### src/rtl/load_store_unit.sv
// Load/store unit between the MEM stage and a word-wide, event-triggered dmem.
// Latency from accept edge: error 1, load 2, sw 2, sb/sh 3 (read-modify-write).
// Backpressure: req_ready drops on accept and returns the cycle after RESP; responses cannot stall.
// Optional macro LSU_BOUNDS_CHECK_EN: addresses beyond DEPTH words report an error instead of wrapping.
module load_store_unit #(
  parameter int DEPTH = 512,
  parameter int AW    = $clog2(DEPTH)
) (
  input  logic        clk,
  input  logic        reset,
  input  logic        req_valid,
  output logic        req_ready,
  input  logic        req_we,
  input  logic [1:0]  req_size,
  input  logic        req_uns,
  input  logic [31:0] req_addr,
  input  logic [31:0] req_wdata,
  output logic        resp_valid,
  output logic        resp_err,
  output logic [31:0] resp_rdata,
  output logic [31:0] mem_addr,
  output logic [31:0] mem_wdata,
  output logic        mem_read,
  output logic        mem_write,
  input  logic [31:0] mem_rdata
);

  typedef enum logic [1:0] {
    S_IDLE = 2'd0,
    S_RD   = 2'd1,
    S_WR   = 2'd2,
    S_RESP = 2'd3
  } state_t;

  state_t      state_q, state_d;
  logic        we_q, we_d;
  logic [1:0]  size_q, size_d;
  logic        uns_q, uns_d;
  logic [1:0]  off_q, off_d;
  logic [15:0] wsrc_q, wsrc_d;
  logic [31:0] addr_q, addr_d;
  logic [31:0] wdat_q, wdat_d;
  logic [31:0] rdata_q, rdata_d;
  logic        rdy_q, rdy_d;
  logic        rvld_q, rvld_d;
  logic        rerr_q, rerr_d;
  logic        rd_q, rd_d;
  logic        wr_q, wr_d;

  logic        misaligned;
  logic        illegal;
  logic        oob;
  logic        req_bad;
  logic [31:0] word_idx;

  // Pull the addressed lane out of a big-endian word and extend it.
  function automatic logic [31:0] extract_lane(input logic [31:0] word,
                                               input logic [1:0]  size,
                                               input logic        uns,
                                               input logic [1:0]  off);
    logic [7:0]  b;
    logic [15:0] h;
    logic [31:0] r;
    case (off)
      2'd0:    b = word[31:24];
      2'd1:    b = word[23:16];
      2'd2:    b = word[15:8];
      default: b = word[7:0];
    endcase
    h = off[1] ? word[15:0] : word[31:16];
    case (size)
      2'd0:    r = {{24{b[7] & ~uns}}, b};
      2'd1:    r = {{16{h[15] & ~uns}}, h};
      default: r = word;
    endcase
    return r;
  endfunction

  // Replace only the addressed big-endian lane of the fetched word.
  function automatic logic [31:0] merge_lane(input logic [31:0] word,
                                             input logic [15:0] wsrc,
                                             input logic [1:0]  size,
                                             input logic [1:0]  off);
    logic [31:0] r;
    r = word;
    if (size == 2'd0) begin
      case (off)
        2'd0:    r = {wsrc[7:0], word[23:0]};
        2'd1:    r = {word[31:24], wsrc[7:0], word[15:0]};
        2'd2:    r = {word[31:16], wsrc[7:0], word[7:0]};
        default: r = {word[31:8], wsrc[7:0]};
      endcase
    end else if (size == 2'd1) begin
      r = off[1] ? {word[31:16], wsrc} : {wsrc, word[15:0]};
    end
    return r;
  endfunction

  assign misaligned = ((req_size == 2'd1) && req_addr[0]) ||
                      ((req_size == 2'd2) && (req_addr[1:0] != 2'b00));
  assign illegal    = (req_size == 2'd3);
`ifdef LSU_BOUNDS_CHECK_EN
  assign oob        = |req_addr[31:AW+2];
`else
  // Upper address bits are ignored so the word index wraps modulo DEPTH.
  logic unused_addr_hi;
  assign unused_addr_hi = ^req_addr[31:AW+2];
  assign oob            = 1'b0;
`endif
  assign req_bad  = misaligned | illegal | oob;
  assign word_idx = {{(32-AW){1'b0}}, req_addr[AW+1:2]};

  // Next-state, request latching and registered-output decode.
  always_comb begin
    state_d = state_q;
    we_d    = we_q;
    size_d  = size_q;
    uns_d   = uns_q;
    off_d   = off_q;
    wsrc_d  = wsrc_q;
    addr_d  = addr_q;
    wdat_d  = wdat_q;
    rdata_d = 32'd0;
    rerr_d  = 1'b0;

    case (state_q)
      S_IDLE: begin
        if (req_valid && rdy_q) begin
          we_d   = req_we;
          size_d = req_size;
          uns_d  = req_uns;
          off_d  = req_addr[1:0];
          wsrc_d = req_wdata[15:0];
          addr_d = word_idx;
          if (req_bad) begin
            state_d = S_RESP;
            rerr_d  = 1'b1;
          end else if (req_we && (req_size == 2'd2)) begin
            state_d = S_WR;
            wdat_d  = req_wdata;
          end else begin
            state_d = S_RD;
          end
        end
      end
      S_RD: begin
        // mem_rdata is valid by the end of the read strobe cycle.
        if (we_q) begin
          state_d = S_WR;
          wdat_d  = merge_lane(mem_rdata, wsrc_q, size_q, off_q);
        end else begin
          state_d = S_RESP;
          rdata_d = extract_lane(mem_rdata, size_q, uns_q, off_q);
        end
      end
      S_WR:    state_d = S_RESP;
      S_RESP:  state_d = S_IDLE;
      default: state_d = S_IDLE;
    endcase

    // Strobes follow the next state so each access is a fresh one-cycle pulse.
    rd_d   = (state_d == S_RD);
    wr_d   = (state_d == S_WR);
    rvld_d = (state_d == S_RESP);
    rdy_d  = (state_d == S_IDLE);
  end

  // State and output registers; reset aborts any request in flight.
  always_ff @(posedge clk) begin
    if (reset) begin
      state_q <= S_IDLE;
      we_q    <= 1'b0;
      size_q  <= 2'd0;
      uns_q   <= 1'b0;
      off_q   <= 2'd0;
      wsrc_q  <= 16'd0;
      addr_q  <= 32'd0;
      wdat_q  <= 32'd0;
      rdata_q <= 32'd0;
      rdy_q   <= 1'b1;
      rvld_q  <= 1'b0;
      rerr_q  <= 1'b0;
      rd_q    <= 1'b0;
      wr_q    <= 1'b0;
    end else begin
      state_q <= state_d;
      we_q    <= we_d;
      size_q  <= size_d;
      uns_q   <= uns_d;
      off_q   <= off_d;
      wsrc_q  <= wsrc_d;
      addr_q  <= addr_d;
      wdat_q  <= wdat_d;
      rdata_q <= rdata_d;
      rdy_q   <= rdy_d;
      rvld_q  <= rvld_d;
      rerr_q  <= rerr_d;
      rd_q    <= rd_d;
      wr_q    <= wr_d;
    end
  end

  assign req_ready  = rdy_q;
  assign resp_valid = rvld_q;
  assign resp_err   = rerr_q;
  assign resp_rdata = rdata_q;
  assign mem_addr   = addr_q;
  assign mem_wdata  = wdat_q;
  assign mem_read   = rd_q;
  assign mem_write  = wr_q;

endmodule

### config.mk
export PLATFORM = sky130hd
export DESIGN_NAME = load_store_unit
export DESIGN_NICKNAME = d
export VERILOG_FILES = /design/src/rtl/load_store_unit.sv
export SDC_FILE = /design/constraint.sdc
export NUM_CORES = 1
export LEC_CHECK = 0
export ABC_AREA = 1
export CAP_MARGIN = 30
export CORE_MARGIN = 2
export CORE_UTILIZATION = 47
export CTS_BUF_LIST = sky130_fd_sc_hd__clkbuf_4
export DETAILED_ROUTE_END_ITERATION = 7
export PLACE_DENSITY = 0.84
export SYNTH_ARGS = -nofsm -noshare
export SYNTH_HDL_FRONTEND = slang
export SYNTH_SLANG_ARGS = --single-unit
export TNS_END_PERCENT = 5
### constraint.sdc
create_clock -name clk -period 1.9 [get_ports clk]
set_input_delay 0.19 -clock clk [delete_from_list [all_inputs] [get_ports clk]]
set_output_delay 0.19 -clock clk [all_outputs]
set_load 0.01 [all_outputs]
==> results by stage <==
Clock tree:
- The hold buffer count at CTS is 0.
- The clock insertion delay at the later pin of the skew report is 480 ps.
- The post-CTS setup buffer count is 0.
- Clock-pin slew was measured on the worst setup and hold paths at 160 ps.
- The clock drives 102 sinks.
- The number of buffers between clock root and the deepest sink is 2.
- The number of buffers added by the clock tree synthesis step is 9.
- The cell chosen for the clock root is clkbuf_4.
- TritonCTS built the clock tree.
- In this run the number of H-tree levels came out at 3.

Layout:
- Cells with a size suffix above 1 make up under 10% of the layout.
- The area growth from synthesis to final layout is 31.7%.
- The net count of the finished layout is ~1100.

Critical path:
- The number of buffers and inverters on the critical path is 2.
- The critical path in this run is classified as register to register.
- For the worst setup path, the data required time is 2290 ps.
- The data arrival time at the worst-slack endpoint is 2110 ps.
- The cell type of the slowest stage on the worst timing path is dfxtp_1.
- The worst register-to-register path begins at state_q[1].
- The startpoint of the worst setup timing path is state_q[1].
- Counting cells, the worst reg-to-reg path comes to 6.
- The largest stage delay on the critical path is 340 ps.
- Traced cell by cell, the critical path runs through inv_1 > ha_2 > nand2_1 > nor2_1 > clkinv_1 > a21oi_1.
- The cell type group with the largest total delay on the critical path is buffers and inverters.
- The critical path runs through a total of 6 cells.
- The category of the worst setup path capture point is a register.
- The largest fanout on the critical path is 9.
- The critical path ends at resp_rdata[7].
- The worst register-to-register path ends at resp_rdata[7].
- The category of the worst setup path launch point is a register.
- The reg2reg setup slack is 180 ps.

Placed design:
- Summed over all nets, the half-perimeter wirelength after detailed placement is 12600 µm.
- The count of buffers from port buffering is ~160.
- Routability-driven placement finished with a final weighted congestion of ~0.95.

Logic synthesis:
- The gate count after technology mapping is 878.
- The post-synthesis sequential area ratio is 36.1%.
- The cell area that synthesis handed to floorplanning was 5660 µm².
- The synthesized-area fraction occupied by and/or/nand/nor cells is 37.5%.
- The count of cell types in the netlist is 35.
- The portion of synthesized area spent on multiplexers is 0%.
- After synthesis the netlist holds a flip-flop and latch count of 102.
- After synthesis, the most frequently instantiated cells are 274 x nand2_1, 102 x dfxtp_1, 99 x inv_1.
- The leading register cell type out of synthesis is dfxtp_1.
- The synthesized design devotes to its leading area cell type between 30% and 40% of total area.
- Summing the areas of all compound-gate instances in the mapped netlist gives 10.7% of the synthesized area.
- The count of warnings emitted by yosys is 0.
- The average cell area after synthesis is roughly 6.4 µm².
- Ranked by total cell area, the synthesized netlist is headed by dfxtp_1 36%, nand2_1 18%, nand3_1 7.3%.
- The main combinational cell family by area after synthesis is simple AND/OR/NAND/NOR gates.
- The synthesized netlist devotes 0.663% of its cell area to adder and majority cells.
- The most frequent cell after synthesis is nand2_1.
- In this run, synthesis inferred 0 flip-flops with an integrated enable.
- The biggest area contributor in the post-synthesis netlist is dfxtp_1.
- Summing the areas of all xor and xnor instances in the mapped netlist gives 0% of the synthesized area.
- After synthesis, the share of flip-flops with an asynchronous set or reset is 0%.

Drt:
- The final routed DRC violation total is 0.
- The via count of the routed design is 5746.
- The final wirelength is roughly 16000 µm.
- The residual antenna-violating net count after detailed routing is 0.
- Dividing the detail-routed wire length by the instance count gives 14.0 µm.
- The detailed-route vias per instance is a little under 5.
- The pre-antenna-repair detailed-routing pass consisted of 5 iterations.
- The number of DRC markers in iteration 0 is 471.

Floorplanning:
- The floorplan step defined a core boundary enclosing 11900 µm².
- From left edge to right edge, the die measures 114 µm.
- Pin placement for this block handled 204 I/O pins.
- The number of placement rows is 40.
- The starting density of the core is 47.7%.
- The die covers 12900 µm².
- The height of the chip is 114 µm.

Pwr:
- Summed over all cells, the static leakage comes to between 3 and 4 nW.
- The combinational group share of total power is 57.5%.
- IR analysis of the VDD net gives a maximum drop of approximately 0.91 mV.
- The total internal power is 0.00575 W.
- The share of power burned in registers is 30.9%.
- The portion of total power attributed to the clock network is 11.6%.
- The net switching power of the design is around 0.0045 W.
- Power spread over the standard cell area amounts to between 1000 and 1500 nW/µm².
- The switching share of power is 43.8%.

Global route:
- Entering global routing, the biggest net connects 48 pins.
- The number of global-route vias before repair is 5394.
- The wire length of the first global-routing pass is 26300 µm.
- The total congestion overflow after global routing is 0.
- The number of antenna violations at the first check in global routing is 1.
- In the global route stage, overall resource usage came out at roughly a quarter.

Timing:
- The final critical delay including setup and external delays is 1720 ps.
- The final setup skew is 20.8 ps.
- The final setup TNS is 0 ps.
- The count of pins over their slew limit is 0.
- Hold is met by 291 ps.
- The final worst-path cycle share is 90.3%.
- The count of endpoints failing hold in the final timing report is 0.
- The achievable frequency is 583 MHz.
- Setup violations remaining at the end of the flow were counted as 0.
- Setup repair after global routing left no endpoint under its margin.

Run:
- The tool flagged a number of max-cap violations equal to 0.

Run status:
- The flow ran to the end, and the final reports show no timing, DRC or antenna violations.

Min path:
- The path category of the worst min-delay check is input port to register.
## layout make-up
| class | instances | area (µm²) |
|---|---|---|
| Antenna cell | 1 | 2.50 |
| Clock buffer | 10 | 75.1 |
| Clock inverter | 6 | 68.8 |
| Fill cell | 1091 | 4410 |
| Inverter | 106 | 404 |
| Multi-Input combinational cell | 623 | 2850 |
| Sequential cell | 102 | 2040 |
| Tap cell | 147 | 184 |
| Timing Repair Buffer | 180 | 1820 |
## kinds of logic after synthesis
| group | Yosys count |
|---|---|
| simple gates | 494 |
| buf+inv | 175 |
| compound gates | 103 |
| flops | 102 |
| fa+ha+maj | 3 |
| other cells | 1 |
## worst min-delay path by stage
| stage | startpoint | to | slack, ps | cells after the start |
|---|---|---|---|---|
| 2_1_floorplan | req_wdata[10] | wsrc_q[10] | 350 | 2 |
| 3_3_place_gp | we_q | we_q | 440 | 2 |
| 3_5_place_dp | mem_addr[6] | mem_addr[6] | 450 | 2 |
| 4_1_cts | req_addr[9] | mem_addr[7] | 270 | 3 |
| 5_1_grt | req_addr[3] | mem_addr[1] | 280 | 3 |
| 6_report | req_addr[4] | mem_addr[2] | 290 | 3 |
## worst reg2reg max path, delay by kind of cell, from the launching register on
family,cells,cell delay [ps]
DFF,1,340
and+or+nand+nor,2,370
adders and majority gates,1,340
AOI/OAI and AO/OA,1,210
buffers and inverters,2,390
## per-stage QoR
step	std cells	power, W	utilization, %	cell area [µm²]	setup WS (ps)
final	1175	0.0102	62.9	7460	184
after global routing	1175	0.0111	62.9	7460	12.6
after CTS	1174	0.0102	62.8	7440	98.1
after detailed placement	1158	0.00902	61.6	7300	125
after global placement	1158	0.00894	61.6	7300	150
after floorplan	900	0.00702	-	5740	397
## cells in the final DEF, fill, tap and decap left out, types with 10 or more instances in the layout
master | synthesis | layout
nand2_1 | 274 | 274
clkdlybuf4s50_1 | 0 | 159
dfxtp_1 | 102 | 100
inv_1 | 99 | 99
nor2_1 | 94 | 94
nand3_1 | 83 | 83
a21oi_1 | 50 | 50
o21ai_0 | 25 | 25
conb_1 | 1 | 23
buf_4 | 31 | 15
or2_2 | 14 | 14
clkbuf_4 | 0 | 10
## routing by layer
metal  track usage [%]  part of all wire [%]
met5                 0                     0
met4              9.27                   2.2
met2              40.8                    44
met3              5.63                   8.6
met1              34.3                    45
## power groups by stage
stage | Clock (W) | Sequential, W | Combinational (W)
after floorplan | 0 | 0.00334 | 0.00368
after global placement | 0 | 0.00319 | 0.00576
after detailed placement | 0 | 0.00320 | 0.00582
after CTS | 0.00121 | 0.00316 | 0.00585
after global routing | 0.00130 | 0.00323 | 0.00659
final | 0.00119 | 0.00316 | 0.00588
## sequential cells by signal (all words and copies together), names as in the netlist, 2 cells and up
register / cells
mem_wdata: 32
resp_rdata: 32
wsrc_q: 16
mem_addr: 9
off_q: 2
size_q: 2
state_q: 2
## repair_timing
item                       in CTS  in global routing
setup endpoints to repair       0                 37
resized for setup               0                  4
hold endpoints to repair        0                  0
Power figures use the tool's default switching activity.
